`config.mk`:
```
export PLATFORM = sky130hd
export DESIGN_NAME = card_req_arbiter
export DESIGN_NICKNAME = d
export VERILOG_FILES = /design/src/rtl/bj_pkg.sv /design/src/rtl/rr_arbiter.sv /design/src/rtl/card_req_arbiter.sv
export SDC_FILE = /design/constraint.sdc
export NUM_CORES = 1
export LEC_CHECK = 0
export ABC_AREA = 0
export CORE_MARGIN = 4
export CORE_UTILIZATION = 49
export DETAILED_ROUTE_END_ITERATION = 10
export PLACE_DENSITY = 0.83
export SLEW_MARGIN = 20
export SYNTH_ARGS = -nofsm -noshare
export SYNTH_HDL_FRONTEND = slang
export SYNTH_SLANG_ARGS = --single-unit
```
`constraint.sdc`:
```
create_clock -name clk_arb_i -period 4.3 [get_ports clk_arb_i]
set_input_delay 0.43 -clock clk_arb_i [delete_from_list [all_inputs] [get_ports clk_arb_i]]
set_output_delay 0.43 -clock clk_arb_i [all_outputs]
set_load 0.01 [all_outputs]
```
`src/rtl/bj_pkg.sv`:
```
// Shared blackjack definitions: FSM state encodings, default card/shoe sizes
// and card value encoding.
package bj_pkg;

    localparam int BJ_CARD_W    = 4;
    localparam int BJ_DECK_SIZE = 52;

    // Arbiter FSM state encodings
    localparam logic [1:0] ST_IDLE = 2'd0;
    localparam logic [1:0] ST_REQ  = 2'd1;
    localparam logic [1:0] ST_WAIT = 2'd2;
    localparam logic [1:0] ST_RESP = 2'd3;

    // Card value encoding (1..13)
    localparam logic [3:0] CARD_ACE   = 4'd1;
    localparam logic [3:0] CARD_TEN   = 4'd10;
    localparam logic [3:0] CARD_JACK  = 4'd11;
    localparam logic [3:0] CARD_QUEEN = 4'd12;
    localparam logic [3:0] CARD_KING  = 4'd13;

endpackage

```
`src/rtl/rr_arbiter.sv`:
```
// Combinational round-robin pick: searches req_i upward from ptr_i with wrap,
// returns a one-hot grant (all zero when nothing is requesting).
module rr_arbiter #(
    parameter int N_REQ = 2,
    parameter int PTR_W = 1
) (
    input  logic [N_REQ-1:0] req_i,
    input  logic [PTR_W-1:0] ptr_i,
    output logic [N_REQ-1:0] gnt_o
);

    int   idx;
    logic found;

    // First requester at or above the pointer wins, wrapping past N_REQ-1
    always_comb begin
        gnt_o = '0;
        found = 1'b0;
        idx   = 0;
        for (int i = 0; i < N_REQ; i++) begin
            idx = int'(ptr_i) + i;
            if (idx >= N_REQ) begin
                idx = idx - N_REQ;
            end
            if (!found && req_i[idx]) begin
                gnt_o[idx] = 1'b1;
                found      = 1'b1;
            end
        end
    end

endmodule

```
`src/rtl/card_req_arbiter.sv`:
```
// Shares the random-card generator between N_REQ requesters with round-robin
// grant, one outstanding card request at a time, and tracks cards left in the
// shoe. Optional feature macro CARD_TIMEOUT_EN adds a generator response
// timeout and the timeout_o port.
//
// Handshake: req_i is a level held by the requester until its ack_o pulse;
// gnt_o marks the owner from REQ through RESP; req_card_o is a single-cycle
// request to the generator, answered by a single-cycle card_valid_i strobe
// that is only honoured while waiting for it.
module card_req_arbiter
    import bj_pkg::*;
#(
    parameter int N_REQ       = 2,
    parameter int CARD_W      = BJ_CARD_W,
    parameter int DECK_SIZE   = BJ_DECK_SIZE,
    parameter int CNT_W       = 6,
    parameter int TIMEOUT_CYC = 16
) (
    input  logic              clk_arb_i,
    input  logic              rst_arb_i,
    input  logic [N_REQ-1:0]  req_i,
    input  logic              reshuffle_i,
    input  logic              card_valid_i,
    input  logic [CARD_W-1:0] card_val_i,
    output logic              req_card_o,
    output logic [N_REQ-1:0]  gnt_o,
    output logic [N_REQ-1:0]  ack_o,
    output logic [CARD_W-1:0] card_o,
    output logic [CNT_W-1:0]  cards_left_o,
    output logic              deck_empty_o,
`ifdef CARD_TIMEOUT_EN
    output logic              timeout_o,
`endif
    output logic              busy_o
);

    localparam int PTR_W = (N_REQ > 1) ? $clog2(N_REQ) : 1;
    localparam logic [CNT_W-1:0] FULL_SHOE = CNT_W'(DECK_SIZE);

    logic [1:0]        state_q, state_d;
    logic [N_REQ-1:0]  gnt_q, gnt_d;
    logic [PTR_W-1:0]  ptr_q, ptr_d;
    logic [CARD_W-1:0] card_q, card_d;
    logic [CNT_W-1:0]  left_q, left_d;
    logic              shuf_pend_q, shuf_pend_d;

    logic [N_REQ-1:0]  rr_gnt;
    logic [PTR_W-1:0]  gnt_idx;
    logic [PTR_W-1:0]  ptr_after_gnt;

`ifdef CARD_TIMEOUT_EN
    localparam int TMO_W = $clog2(TIMEOUT_CYC + 1);
    localparam logic [TMO_W-1:0] TMO_LAST = TMO_W'(TIMEOUT_CYC - 1);
    logic [TMO_W-1:0] tmo_cnt_q, tmo_cnt_d;
    logic             timeout_q, timeout_d;
`endif

    rr_arbiter #(
        .N_REQ (N_REQ),
        .PTR_W (PTR_W)
    ) u_rr (
        .req_i (req_i),
        .ptr_i (ptr_q),
        .gnt_o (rr_gnt)
    );

    // One-hot owner to index, then the pointer value that demotes the owner
    always_comb begin
        gnt_idx = '0;
        for (int i = 0; i < N_REQ; i++) begin
            if (gnt_q[i]) begin
                gnt_idx = PTR_W'(i);
            end
        end
        ptr_after_gnt = (gnt_idx == PTR_W'(N_REQ - 1)) ? '0 : gnt_idx + 1'b1;
    end

    // Next-state logic: FSM, shoe counter, pending reshuffle, RR pointer
    always_comb begin
        state_d     = state_q;
        gnt_d       = gnt_q;
        ptr_d       = ptr_q;
        card_d      = card_q;
        left_d      = left_q;
        shuf_pend_d = shuf_pend_q;
`ifdef CARD_TIMEOUT_EN
        tmo_cnt_d   = tmo_cnt_q;
        timeout_d   = 1'b0;
`endif
        case (state_q)
            ST_IDLE: begin
                // A reshuffle (fresh or deferred) takes the whole IDLE cycle
                if (reshuffle_i || shuf_pend_q) begin
                    left_d      = FULL_SHOE;
                    shuf_pend_d = 1'b0;
                end else if ((|req_i) && (left_q != '0)) begin
                    gnt_d   = rr_gnt;
                    state_d = ST_REQ;
                end
            end
            ST_REQ: begin
                state_d = ST_WAIT;
`ifdef CARD_TIMEOUT_EN
                tmo_cnt_d = '0;
`endif
            end
            ST_WAIT: begin
                if (card_valid_i) begin
                    card_d  = card_val_i;
                    if (left_q != '0) begin
                        left_d = left_q - 1'b1;
                    end
                    state_d = ST_RESP;
                end
`ifdef CARD_TIMEOUT_EN
                else if (tmo_cnt_q == TMO_LAST) begin
                    timeout_d = 1'b1;
                    ptr_d     = ptr_after_gnt;
                    gnt_d     = '0;
                    state_d   = ST_IDLE;
                end else begin
                    tmo_cnt_d = tmo_cnt_q + 1'b1;
                end
`endif
            end
            default: begin
                ptr_d   = ptr_after_gnt;
                gnt_d   = '0;
                state_d = ST_IDLE;
            end
        endcase
        // Reshuffle requests arriving mid-transaction are deferred to IDLE
        if ((state_q != ST_IDLE) && reshuffle_i) begin
            shuf_pend_d = 1'b1;
        end
    end

    // State registers; reset discards any in-flight card
    always_ff @(posedge clk_arb_i or negedge rst_arb_i) begin
        if (!rst_arb_i) begin
            state_q     <= ST_IDLE;
            gnt_q       <= '0;
            ptr_q       <= '0;
            card_q      <= '0;
            left_q      <= FULL_SHOE;
            shuf_pend_q <= 1'b0;
`ifdef CARD_TIMEOUT_EN
            tmo_cnt_q   <= '0;
            timeout_q   <= 1'b0;
`endif
        end else begin
            state_q     <= state_d;
            gnt_q       <= gnt_d;
            ptr_q       <= ptr_d;
            card_q      <= card_d;
            left_q      <= left_d;
            shuf_pend_q <= shuf_pend_d;
`ifdef CARD_TIMEOUT_EN
            tmo_cnt_q   <= tmo_cnt_d;
            timeout_q   <= timeout_d;
`endif
        end
    end

    // Outputs decoded from registered state
    always_comb begin
        req_card_o   = (state_q == ST_REQ);
        gnt_o        = gnt_q;
        ack_o        = (state_q == ST_RESP) ? gnt_q : '0;
        card_o       = card_q;
        cards_left_o = left_q;
        deck_empty_o = (left_q == '0);
        busy_o       = (state_q != ST_IDLE);
`ifdef CARD_TIMEOUT_EN
        timeout_o    = timeout_q;
`endif
    end

endmodule

```
==> impl_metrics.tcl <==
set metrics [dict create \
    final_common_cell "clkdlybuf4s50_1" \
    grt_pass1_vias 699 \
    power.density_nw_per_um2 654 \
    fillCellCount 132 \
    synth_compound_area_share_pct 18.0 \
    clk_pin_slew_ns 0.10 \
    num_rows 15 \
    nets 130 \
    finalPower_mw 0.794 \
    critical-path-max-stage-delay_ns 0.52 \
    min_path_type "reg -> reg" \
    critical_path_buf_inv_count 3 \
    wl_per_cell_um 13.4 \
    crit_top_cell "inv_1" \
    setup_violations 0 \
    pwr-share-clk_pct 12.8 \
    firstDrtPassIters 6 \
    area_growth_pct 35.1 \
    antennaDiodeCount 0 \
    clock_path_buffers 2 \
    leakagePower_nw 0.516 \
    cp-start-kind "register" \
    setup_tns_ns 0 \
    portBuffers 26 \
    grt_pass1_wl_mm 3.10 \
    status "finished, final reports clean" \
    synth-xor-area-share_pct 0 \
    yosysUniqueCellTypes 36 \
    async_flop_share_pct 100 \
    post_cts_resized 0 \
    endpoint_kind "primary output" \
    cts_tree "done" \
    dp.cells 134 \
    final_util_pct 70.3 \
    ys.flop_type "dfrtp_1" \
    crit_family "simple AND/OR/NAND/NOR gates" \
    grt_max_degree 17 \
    dieArea_um2 2580 \
    via_per_inst 5.33 \
    synthCells 85 \
    synth_area_leaders "dfrtp_1, dfstp_2, ha_1, mux2_2, inv_1" \
    clock_latency_ns 0.29 \
    slew_viol_final 0 \
    syn_nets 101 \
    critPathSlowestCell "clkdlybuf4s50_1" \
    drc 0 \
    dr_total_vias 735 \
    drt_wl_total_mm 1.85 \
    grt-ovfl-total 0 \
    p_int_mw 0.492 \
    critical_path_class "reg -> out" \
    ios 27 \
    yosys.area_share.adder_pct 8.36 \
    synth-simple-area-share_pct 16.2 \
    cts_hold_buffers 0 \
    crit_chain "inv_1 > ha_1 > or4b_4 > or2_4 > inv_1 > clkdlybuf4s50_1" \
    yosysWarnings 0 \
    synth_seq_area_share_pct 45.0 \
    required_ns 3.87 \
    rsz0062_at_grt "no" \
    power_frac_seq_pct 34.0 \
    synth.largest_area_cell "dfrtp_1" \
    max_freq_mhz 364 \
    antenna_found_initial 0 \
    synth_area_um2 898 \
    synth_top_family_by_area "compound AO/OA/AOI/OAI gates" \
    synth_edf_count 0 \
    postCtsSetupRepairBufs 0 \
    clock_skew_ns 0.00893 \
    fin_cells 138 \
    ant_nets 0 \
    worst_pin_slew_ns 0.713 \
    dpl.hpwl_mm 1.39 \
    die_h_um 50.8 \
    worstPathArrival_ns 2.31 \
    h-tree-depth 1 \
    drive_gt1_share_pct 15.9 \
    hold_slack_ns 0.515 \
    combPwrFrac_pct 53.2 \
    synth_top_area_share_pct 36.2 \
    drt-initial-drc-count 7 \
    clkSinkCount 16 \
    mostFrequentLayoutCells "clkdlybuf4s50_1, dfrtp_1, inv_1, nor2_1, ha_1" \
    cts_root_buffer "clkbuf_4" \
    cts_buffers 3 \
    switching_share_pct 38.1 \
    syn_avg_cell_area_um2 10.6 \
    core-area_um2 1730 \
    peakVddDrop_mv 0.501 \
    synth_seq_cells 16 \
    max_cap_violations 0 \
    place.gp.congestion 0.823 \
    initial_utilization_pct 52.0 \
    switchingPower_mw 0.302 \
    die_x_um 50.8 \
    synth_mux_area_share_pct 7.80 \
    finalHoldViolCount 0 \
    min_period_ns 2.74 \
    grtUsageTotal_pct 15.7 \
    crit_fanout 5 \
    slew_headroom_pct 52.3 \
    period_share_pct 63.8 \
]
## worst paths after layout
check,from,to,slack (ns),depth (start not counted)
max in group asynchronous,rst_arb_i,state_q[0],3.29,1
worst min register to register,card_o[2],card_o[2],0.51,1
worst min-delay path,card_o[2],card_o[2],0.51,1
worst max-delay path,cards_left_o[0],deck_empty_o,1.56,6
min in group asynchronous,rst_arb_i,gnt_o[1],0.56,1
worst max register to register,state_q[0],cards_left_o[0],2.26,6
## logic make-up (layout without fill, tap and decap cells)
kind of cell	after synthesis	after routing
AO/OA/AOI/OAI	20	20
adder cells (fa/ha/maj)	6	6
buffers and inverters	10	38
flip-flops	16	16
multiplexers	6	6
AND/OR/NAND/NOR	27	27
## cells in the mapped netlist (2+ instances only)
master,instances
a21oi_1,4
a31oi_1,2
and2_1,3
dfrtp_1,13
dfstp_2,3
ha_1,6
inv_1,8
mux2_2,4
nand2_1,4
nand2b_1,2
nand3_1,3
nor2_1,8
nor3_1,2
## flip-flops by register name, indices dropped and copies added, names as in the netlist
register / cells
card_o: 4
cards_left_o: 6
gnt_o: 2
ptr_q: 1
shuf_pend_q: 1
state_q: 2
## routing by layer
metal | GRT usage (%) | wire, um | vias to the layer above
li1 | - | - | 362
met1 | 20.0 | 853 | 352
met2 | 26.1 | 883 | 19
met3 | 3.21 | 107 | 2
met4 | 5.83 | 6 | 0
met5 | 0 | 0 | -
## per-stage QoR
stage / setup slack [ns] / instance area [um^2]
detailed placement: 1.88 / 1180
floorplan: 2.38 / 898
global placement: 1.91 / 1180
finish: 1.56 / 1210
CTS: 1.54 / 1210
global route: 1.44 / 1210
## final cells by class
cell class,instances,area [um^2],share of cell area [%]
clock buffers,4,36.3,2.99
inverters,8,30.0,2.47
multi-input cells,59,452,37.2
flip-flops and latches,16,404,33.3
well taps,25,31.3,2.58
repair buffers,26,260,21.4
## power groups by stage
| stage | combinational, mW | sequential, mW | clock [mW] |
|---|---|---|---|
| floorplan | 0.249 | 0.282 | 0 |
| global placement | 0.416 | 0.269 | 0 |
| detailed placement | 0.421 | 0.274 | 0 |
| CTS | 0.425 | 0.271 | 0.104 |
| global route | 0.465 | 0.281 | 0.112 |
| finish | 0.422 | 0.270 | 0.101 |
## worst reg2reg max path: cells and delay by family (launching register included)
kind | cells | cell delay [ns]
buffers and inverters | 1 | 0.10
muxes | 1 | 0.14
DFF | 1 | 0.43
AOI/OAI and AO/OA | 2 | 0.78
adders and majority gates | 1 | 0.39
and+or+nand+nor | 1 | 0.07
Power figures use the tool's default switching activity.
